## config.mk

```make
export PLATFORM = sky130hd
export DESIGN_NAME = concat_arbiter
export DESIGN_NICKNAME = d
export VERILOG_FILES = /design/src/rtl/concat_arbiter.sv
export SDC_FILE = /design/constraint.sdc
export NUM_CORES = 1
export LEC_CHECK = 0
export CAP_MARGIN = 20
export CELL_PAD_IN_SITES_DETAIL_PLACEMENT = 1
export CELL_PAD_IN_SITES_GLOBAL_PLACEMENT = 2
export CORE_ASPECT_RATIO = 2
export CORE_UTILIZATION = 22
export CTS_CLUSTER_SIZE = 16
export DETAILED_ROUTE_END_ITERATION = 10
export PLACE_DENSITY_LB_ADDON = 0.1
export SKIP_CTS_REPAIR_TIMING = 1
export SLEW_MARGIN = 5
export SYNTH_ARGS = -nofsm -noshare
export SYNTH_HDL_FRONTEND = slang
export SYNTH_SLANG_ARGS = --single-unit
```

## constraint.sdc

```tcl
create_clock -name clk -period 2.7 [get_ports clk]
set_input_delay 0.54 -clock clk [delete_from_list [all_inputs] [get_ports clk]]
set_output_delay 0.54 -clock clk [all_outputs]
set_load 0.005 [all_outputs]
```

## src/rtl/concat_arbiter.sv

```systemverilog
// concat_arbiter
// Round-robin front end for the shared combinational Concatinator.
// One requester at a time is granted, its word is driven on conc_a, the
// Concatinator result is captured from conc_b one cycle later, and the
// result is returned with the requester id over a valid/ready port.
// A pending request is granted again on the same edge as an output handshake,
// so a continuously loaded arbiter moves one word every two cycles.

module concat_arbiter #(
  parameter int NUM_REQ = 4,
  parameter int IN_W    = 48,
  parameter int OUT_W   = 72,
  parameter int ID_W    = 2,
  parameter int CNT_W   = 16
) (
  input  logic                    clk,
  input  logic                    rst_n,
  input  logic [NUM_REQ-1:0]      req_valid,
  input  logic [NUM_REQ*IN_W-1:0] req_data,
  output logic [NUM_REQ-1:0]      req_ack,
  output logic [IN_W-1:0]         conc_a,
  input  logic [OUT_W-1:0]        conc_b,
  output logic                    out_valid,
  input  logic                    out_ready,
  output logic [OUT_W-1:0]        out_data,
  output logic [ID_W-1:0]         out_id,
  output logic                    busy,
  output logic [CNT_W-1:0]        xfer_count
);

  typedef enum logic [1:0] {
    IDLE = 2'd0,
    CONV = 2'd1,
    HOLD = 2'd2
  } state_t;

  state_t          state;
  state_t          state_next;

  logic [ID_W-1:0] rr_ptr;
  logic [ID_W-1:0] rr_next;
  logic [ID_W-1:0] win_idx;
  logic            win_found;
  logic [IN_W-1:0] win_word;
  logic            handshake;
  logic            arb_window;
  logic            grant;

  // Requester index reached by stepping 'offset' places from 'base', wrapping
  // at NUM_REQ. Both operands are below NUM_REQ, so one subtraction suffices
  // even when NUM_REQ is not a power of two.
  function automatic logic [ID_W-1:0] slot_of(input logic [ID_W-1:0] base,
                                              input int              offset);
    int s;
    s = int'(base) + offset;
    if (s >= NUM_REQ) begin
      s = s - NUM_REQ;
    end
    return ID_W'(s);
  endfunction

  // Round-robin search: first requester at or after rr_ptr, wrapping to 0.
  always_comb begin
    win_found = 1'b0;
    win_idx   = '0;
    for (int k = 0; k < NUM_REQ; k++) begin
      if (!win_found && req_valid[slot_of(rr_ptr, k)]) begin
        win_found = 1'b1;
        win_idx   = slot_of(rr_ptr, k);
      end
    end
  end

  // Word of the current winner and the pointer value that follows its grant.
  always_comb begin
    win_word = req_data[int'(win_idx)*IN_W +: IN_W];
    if (win_idx == ID_W'(NUM_REQ - 1)) begin
      rr_next = '0;
    end else begin
      rr_next = win_idx + 1'b1;
    end
  end

  // A grant can happen from IDLE, or from HOLD on the same edge as the
  // output handshake so that a waiting request skips the IDLE cycle.
  always_comb begin
    handshake  = (state == HOLD) && out_ready;
    arb_window = (state == IDLE) || handshake;
    grant      = arb_window && win_found;
  end

  // State register.
  always_ff @(posedge clk or negedge rst_n) begin
    if (!rst_n) begin
      state <= IDLE;
    end else begin
      state <= state_next;
    end
  end

  // Next-state logic and the busy flag.
  always_comb begin
    state_next = state;
    busy       = (state != IDLE);
    case (state)
      IDLE: begin
        if (win_found) begin
          state_next = CONV;
        end
      end
      CONV: begin
        state_next = HOLD;
      end
      HOLD: begin
        if (out_ready) begin
          state_next = win_found ? CONV : IDLE;
        end
      end
      default: begin
        state_next = IDLE;
      end
    endcase
  end

  // Grant side: latch the winner's word and id, pulse its ack, advance rr_ptr.
  // conc_a only changes on a grant so the Concatinator input stays quiet
  // between transactions.
  always_ff @(posedge clk or negedge rst_n) begin
    if (!rst_n) begin
      conc_a  <= '0;
      out_id  <= '0;
      req_ack <= '0;
      rr_ptr  <= '0;
    end else begin
      req_ack <= '0;
      if (grant) begin
        conc_a           <= win_word;
        out_id           <= win_idx;
        req_ack[win_idx] <= 1'b1;
        rr_ptr           <= rr_next;
      end
    end
  end

  // Result side: capture conc_b at the end of CONV and hold it until taken.
  always_ff @(posedge clk or negedge rst_n) begin
    if (!rst_n) begin
      out_data  <= '0;
      out_valid <= 1'b0;
    end else begin
      if (state == CONV) begin
        out_data  <= conc_b;
        out_valid <= 1'b1;
      end else if (handshake) begin
        out_valid <= 1'b0;
      end
    end
  end

  // Completed-transfer counter, free-running with natural wrap.
  always_ff @(posedge clk or negedge rst_n) begin
    if (!rst_n) begin
      xfer_count <= '0;
    end else if (handshake) begin
      xfer_count <= xfer_count + 1'b1;
    end
  end

endmodule
```

==> metrics.cfg, run 1 <==
[grt]
overflow = 0
antenna_found_initial = 2
grt_pass1_wl_um = 44300
grt_pass1_vias = 7448
grt_use_total_pct = 18.8
grt_max_degree = 75

[floorplanning]
start_util_pct = 22.4
ios = 415
num_rows = 91
dieArea_mm2 = 0.0320
core_area_mm2 = 0.0307
die_w_um = 127
die-height_um = 252

[routing]
drt_iter0_markers = 191
ant_nets = 0
drtPass1Iterations = 4
vias_per_cell = 4.56
drcViolationCount = 0
via_count = 6772
wl_per_cell_um = 19.9
drt_wl_total_um = 29500

[clocking]
tritoncts = built
cts_num_sinks = 147
clockRootBuffer = clkbuf_16
max-clock-path-buffers = 2
htree_levels = 4
clk_latency_ns = 0.44
cts_buffers = 17
clk_pin_slew_worst_paths_ns = 0.07

[timing]
fin_crit_ns = 2.27
fmax_mhz = 441
rsz0062_at_grt = false
tightest_slew_ns = 0.665
slew_viol_final = 0
fin_crit_sh_pct = 84.1
slew_headroom_pct = 55.6
skew_ns = 0.00980
finalSetupTns_ns = 0
whs_ns = 0.0452
worst_slack_ns = 0.430
setup_violations = 0
hold_viol = 0

[worst_setup_path]
r2r_start = rr_ptr[1]
r2r_slack_ns = 0.62
worstSetupPathType = input pin to flop
setup.worst_path.end_class = flop
arrival_ns = 2.65
start_kind = input pin
reg2reg_to = conc_a[17]
critPathMaxFanout = 33
required_ns = 3.08
reg2reg_depth = 6

[pwr]
p_per_area_mw_per_mm2 = 1020
leakage_nw = 5.33
ir_worst_vdd_uv = 545
fin_total_pwr_mw = 12.5

[synth]
seq_area_frac_synth_pct = 53.5
syn-instance-count = 684
synth.cell_area_mm2 = 0.00688
synth_warnings = 0
avgSynthCellArea_um2 = 10.1
synthArstFlopShare_pct = 100
syn_nets = 956
synth-edff-count = 0
ys_ff_latch = 147
yosysUniqueCellTypes = 34
synth_flop_cell = dfrtp_1

[placed_design]
port_buffers = 414
dp.final_hpwl_um = 22400
placed_area_mm2 = 0.0116
place_inst = 1450
pre_cts_ws_ns = -0.0184
gp_congestion = 0.750

[finish]
fin_cells = 1484
layout.nets = 1369
fillCellCount = 3433
areaGrowthSynthToFinish_pct = 78.2
stdcell_area_mm2 = 0.0123
drive_above_1_share_pct = 12.9
postLayoutCoreUtil_pct = 39.9

[job]
cap_violations = 0

[min_path]
hp-class = input pin to asynchronous set/reset pin

[status]
run_status = complete, no violations

synth_stat cells (all sizes together), types with 5 or more instances:
cell,instances,area share (%)
buf,24,2.3
clkbuf,23,1.3
and3,5,0.45
a21oi,97,7.1
nand2,206,11
nand4,5,0.45
nor2,9,0.49
dfrtp,147,53
mux2,73,12
inv,5,0.27
xnor2,11,1.4
a211o,49,6.2
xor2,5,0.64
logic make-up (layout without fill, tap and decap cells):
logic type	Yosys count	count (layout)	synth area share (%)
AO/OA/AOI/OAI	155	155	14.4
adder cells (fa/ha/maj)	1	1	0.182
flip-flops	147	147	53.5
XOR/XNOR	16	16	2.04
multiplexers	74	74	12.1
buffers and inverters	52	478	3.78
AND/OR/NAND/NOR	239	239	14.0
other	0	2	0
worst max-delay path, stage by stage:
cell and delay [ns]:
clkdlybuf4s50_1 0.55, nor3b_1 0.59, a221o_4 0.25, buf_4 0.33, nand2_1 0.10, a21oi_1 0.17, a211o_1 0.11
final cells by class:
| cell class | instances | area [um^2] | area share (%) |
|---|---|---|---|
| Timing Repair Buffer | 441 | 4500 | 36.7 |
| Sequential cell | 147 | 3680 | 30.0 |
| Multi-Input combinational cell | 485 | 2980 | 24.3 |
| Tap cell | 372 | 465 | 3.80 |
| Clock buffer | 17 | 425 | 3.47 |
| Clock inverter | 15 | 184 | 1.50 |
| Inverter | 5 | 18.8 | 0.153 |
| Antenna cell | 2 | 5.00 | 0.0408 |
sequential cells by signal, summed over array words and instances (netlist names):
register / flops
conc_a: 48
out_data: 72
out_id: 2
out_valid: 1
req_ack: 4
rr_ptr: 2
state: 2
xfer_count: 16
report_power, final:
group | total [mW] | switching, mW | internal, mW
clock network | 2.49 | 1.16 | 1.33
logic | 6.23 | 2.56 | 3.66
registers | 3.80 | 0.570 | 3.23
total | 12.5 | 4.29 | 8.23
routing by layer:
metal  global-route usage [%]  share of wire (%)  vias up
li1                         -                  -     3167
met1                     18.7                 35     3300
met2                     34.8                 54      265
met5                        0                  0        -
met4                     7.99                3.2        0
met3                     6.40                7.6       40
layout by cell type, fill, tap and decap left out, types with 2 or more instances in the layout:
| cell | count |
|---|---|
| clkdlybuf4s50_1 | 413 |
| nand2_1 | 206 |
| dfrtp_1 | 147 |
| a21oi_1 | 97 |
| mux2_2 | 73 |
| a211o_1 | 48 |
| clkbuf_16 | 17 |
| buf_4 | 15 |
| buf_12 | 12 |
| xnor2_1 | 11 |
| nor2_1 | 9 |
| inv_6 | 6 |
| inv_1 | 5 |
| and3_1 | 5 |
| nand4_1 | 5 |
| xor2_1 | 5 |
| inv_8 | 4 |
| or2_2 | 3 |
| clkinv_8 | 3 |
| diode_2 | 2 |
| o21ai_0 | 2 |
| nor3b_1 | 2 |
| nand2b_1 | 2 |
| nand3_1 | 2 |
worst max-delay path by stage:
stage | startpoint | endpoint | slack (ns) | cells after the start
floorplan | req_valid[2] | conc_a[26] | 0.73 | 9
global placement | req_valid[0] | conc_a[32] | 0.01 | 7
detailed placement | req_valid[0] | conc_a[46] | -0.02 | 7
CTS | req_valid[0] | conc_a[46] | 0.43 | 7
global route | req_valid[0] | conc_a[32] | 0.24 | 7
finish | req_valid[0] | conc_a[17] | 0.43 | 7
(Power assumes the default switching activity.)
==> inputs of run 2 (changes only) <==
--- a/config.mk
+++ b/config.mk
@@ -9,7 +9,7 @@
 export CELL_PAD_IN_SITES_DETAIL_PLACEMENT = 1
 export CELL_PAD_IN_SITES_GLOBAL_PLACEMENT = 2
 export CORE_ASPECT_RATIO = 2
-export CORE_UTILIZATION = 22
+export CORE_UTILIZATION = 21
 export CTS_CLUSTER_SIZE = 16
 export DETAILED_ROUTE_END_ITERATION = 10
 export PLACE_DENSITY_LB_ADDON = 0.1
==> constraint.sdc (replaced) <==
create_clock -name clk -period 2.3 [get_ports clk]
set_input_delay 0.46 -clock clk [delete_from_list [all_inputs] [get_ports clk]]
set_output_delay 0.46 -clock clk [all_outputs]
set_load 0.005 [all_outputs]
==> metrics.cfg, run 2 (synthesis results as in run 1) <==
[min_path]
hp-class = flop to flop

[clocking]
clockRootBuffer = clkbuf_16
cts_buffers = 17  ; unchanged
clk_pin_slew_worst_paths_ns = 0.07  ; about the same
clk_latency_ns = 0.44  ; about the same
cts_num_sinks = 147  ; unchanged
htree_levels = 4  ; unchanged
max-clock-path-buffers = 2  ; unchanged
tritoncts = built

[grt]
antenna_found_initial = 5  ; +3
grt_max_degree = 51  ; -32%
overflow = 0  ; unchanged
grt_pass1_wl_um = 46500  ; +5.0%
grt_pass1_vias = 7651  ; +2.7%
grt_use_total_pct = 19.0  ; +0.23 points

[placed_design]
dp.final_hpwl_um = 23700  ; +5.7%
port_buffers = 414  ; unchanged
gp_congestion = 0.736  ; -1.8%
place_inst = 1522  ; +5.0%
placed_area_mm2 = 0.0119  ; +2.1%

[finish]
fin_cells = 1558  ; +5.0%
drive_above_1_share_pct = 14.3  ; +1.4 points
areaGrowthSynthToFinish_pct = 81.2
fillCellCount = 3646  ; +6.2%
stdcell_area_mm2 = 0.0125  ; +1.7%
postLayoutCoreUtil_pct = 38.7  ; -1.2 points
layout_commonest_cell = clkdlybuf4s50_1
final_cell_mix = clkdlybuf4s50_1, nand2_1, dfrtp_1, a21oi_1, mux2_2
layout.nets = 1387  ; +1.3%
top_register = out_data
top_regs = out_data x72, conc_a x48, xfer_count x16
largest_register_ffs = 72  ; unchanged

[timing]
tightest_slew_ns = 0.521  ; -0.144 ns
rsz0062_at_grt = false
hold_viol = 0  ; unchanged
finalSetupTns_ns = 0  ; unchanged
fmax_mhz = 471
fin_crit_sh_pct = 92.4
skew_ns = 0.00985  ; +0.0000499 ns
setup_violations = 0  ; unchanged
fin_crit_ns = 2.12
slew_viol_final = 0  ; unchanged
slew_headroom_pct = 65.3  ; +9.7 points

[routing]
via_count = 6842  ; +1.0%
wl_per_cell_um = 19.8  ; -0.38%
drtPass1Iterations = 4  ; unchanged
drcViolationCount = 0  ; unchanged
ant_nets = 0  ; unchanged
drt_iter0_markers = 154  ; -19%
drt_wl_total_um = 30800  ; +4.6%
vias_per_cell = 4.39  ; -3.8%

[floorplanning]
core_area_mm2 = 0.0322  ; +4.8%
dieArea_mm2 = 0.0335  ; +4.7%
num_rows = 93  ; +2.2%
ios = 415  ; unchanged
start_util_pct = 21.3  ; -1.0 points
die_w_um = 130  ; +2.3%
die-height_um = 258  ; +2.3%

[pwr]
leakage_nw = 5.40  ; +1.4%
ir_worst_vdd_uv = 555  ; +1.8%
p_per_area_mw_per_mm2 = 1190  ; +16%

[job]
cap_violations = 0  ; unchanged

[worst_setup_path]
required_ns = 2.62  ; -0.46 ns
critPathMaxFanout = 40  ; +21%
arrival_ns = 2.45  ; -0.20 ns
worstSetupPathType = input pin to flop
start_kind = input pin
setup.worst_path.end_class = flop

[status]
run_status = complete, no violations

[run 2: cell count changes in the layout (fill, tap and decap cells not counted), sizes merged]
cell	delta
buf	+17
bufinv	-1
clkbuf	+1
clkinv	+1
clkinvlp	+2
diode	+1
dlygate4sd3	+1
inv	-3
[run 2: final timing paths]
kind | start | to | slack, ns | depth (start not counted)
worst max-delay path | req_valid[0] | conc_a[19] | 0.18 | 8
worst min-delay path | xfer_count[15] | xfer_count[15] | 0.46 | 1
worst max register to register | rr_ptr[1] | conc_a[4] | 0.31 | 7
worst min register to register | xfer_count[15] | xfer_count[15] | 0.46 | 1
max in group asynchronous | rst_n | conc_a[39] | 1.14 | 3
min in group asynchronous | rst_n | xfer_count[12] | 0.54 | 2
[run 2: final cells by class]
type	instances	area [um^2]	area share [%]
timing repair buffer	459	4690	37.6
sequential	147	3680	29.5
multi-input combinational	485	2980	23.9
tap	427	534	4.29
clock buffer	18	439	3.52
clock inverter	14	116	0.934
inverter	5	18.8	0.151
antenna	3	7.51	0.0602
[run 2: layer usage]
metal  wire length [um]  global-route usage (%)
met5                 18                       0
met4                678                    7.78
met3               2320                    6.09
met2              17500                    36.6
met1              10300                    17.8
[run 2: critical path, stage by stage]
cell and delay [ns]:
clkdlybuf4s50_1 0.48, buf_4 0.17, a21bo_2 0.22, a221o_4 0.42, buf_12 0.20, nand2_1 0.12, a21oi_1 0.09, a211o_1 0.27
[run 2: power breakdown]
part	switching [mW]	total [mW]	internal, mW
clock	1.29	2.73	1.44
combinational	3.09	7.57	4.48
sequential	0.687	4.48	3.79
[run 2: per-stage QoR]
stage                     total power, mW  hold WS [ns]  worst slack [ns]
after CTS                            15.2       -0.0315             0.112
after floorplan                      7.68         0.164             0.408
after global placement               12.2         0.457            -0.273
final                                14.8         0.462             0.175
after global routing                 15.9         0.485            0.0772
after detailed placement             12.3         0.458            -0.379
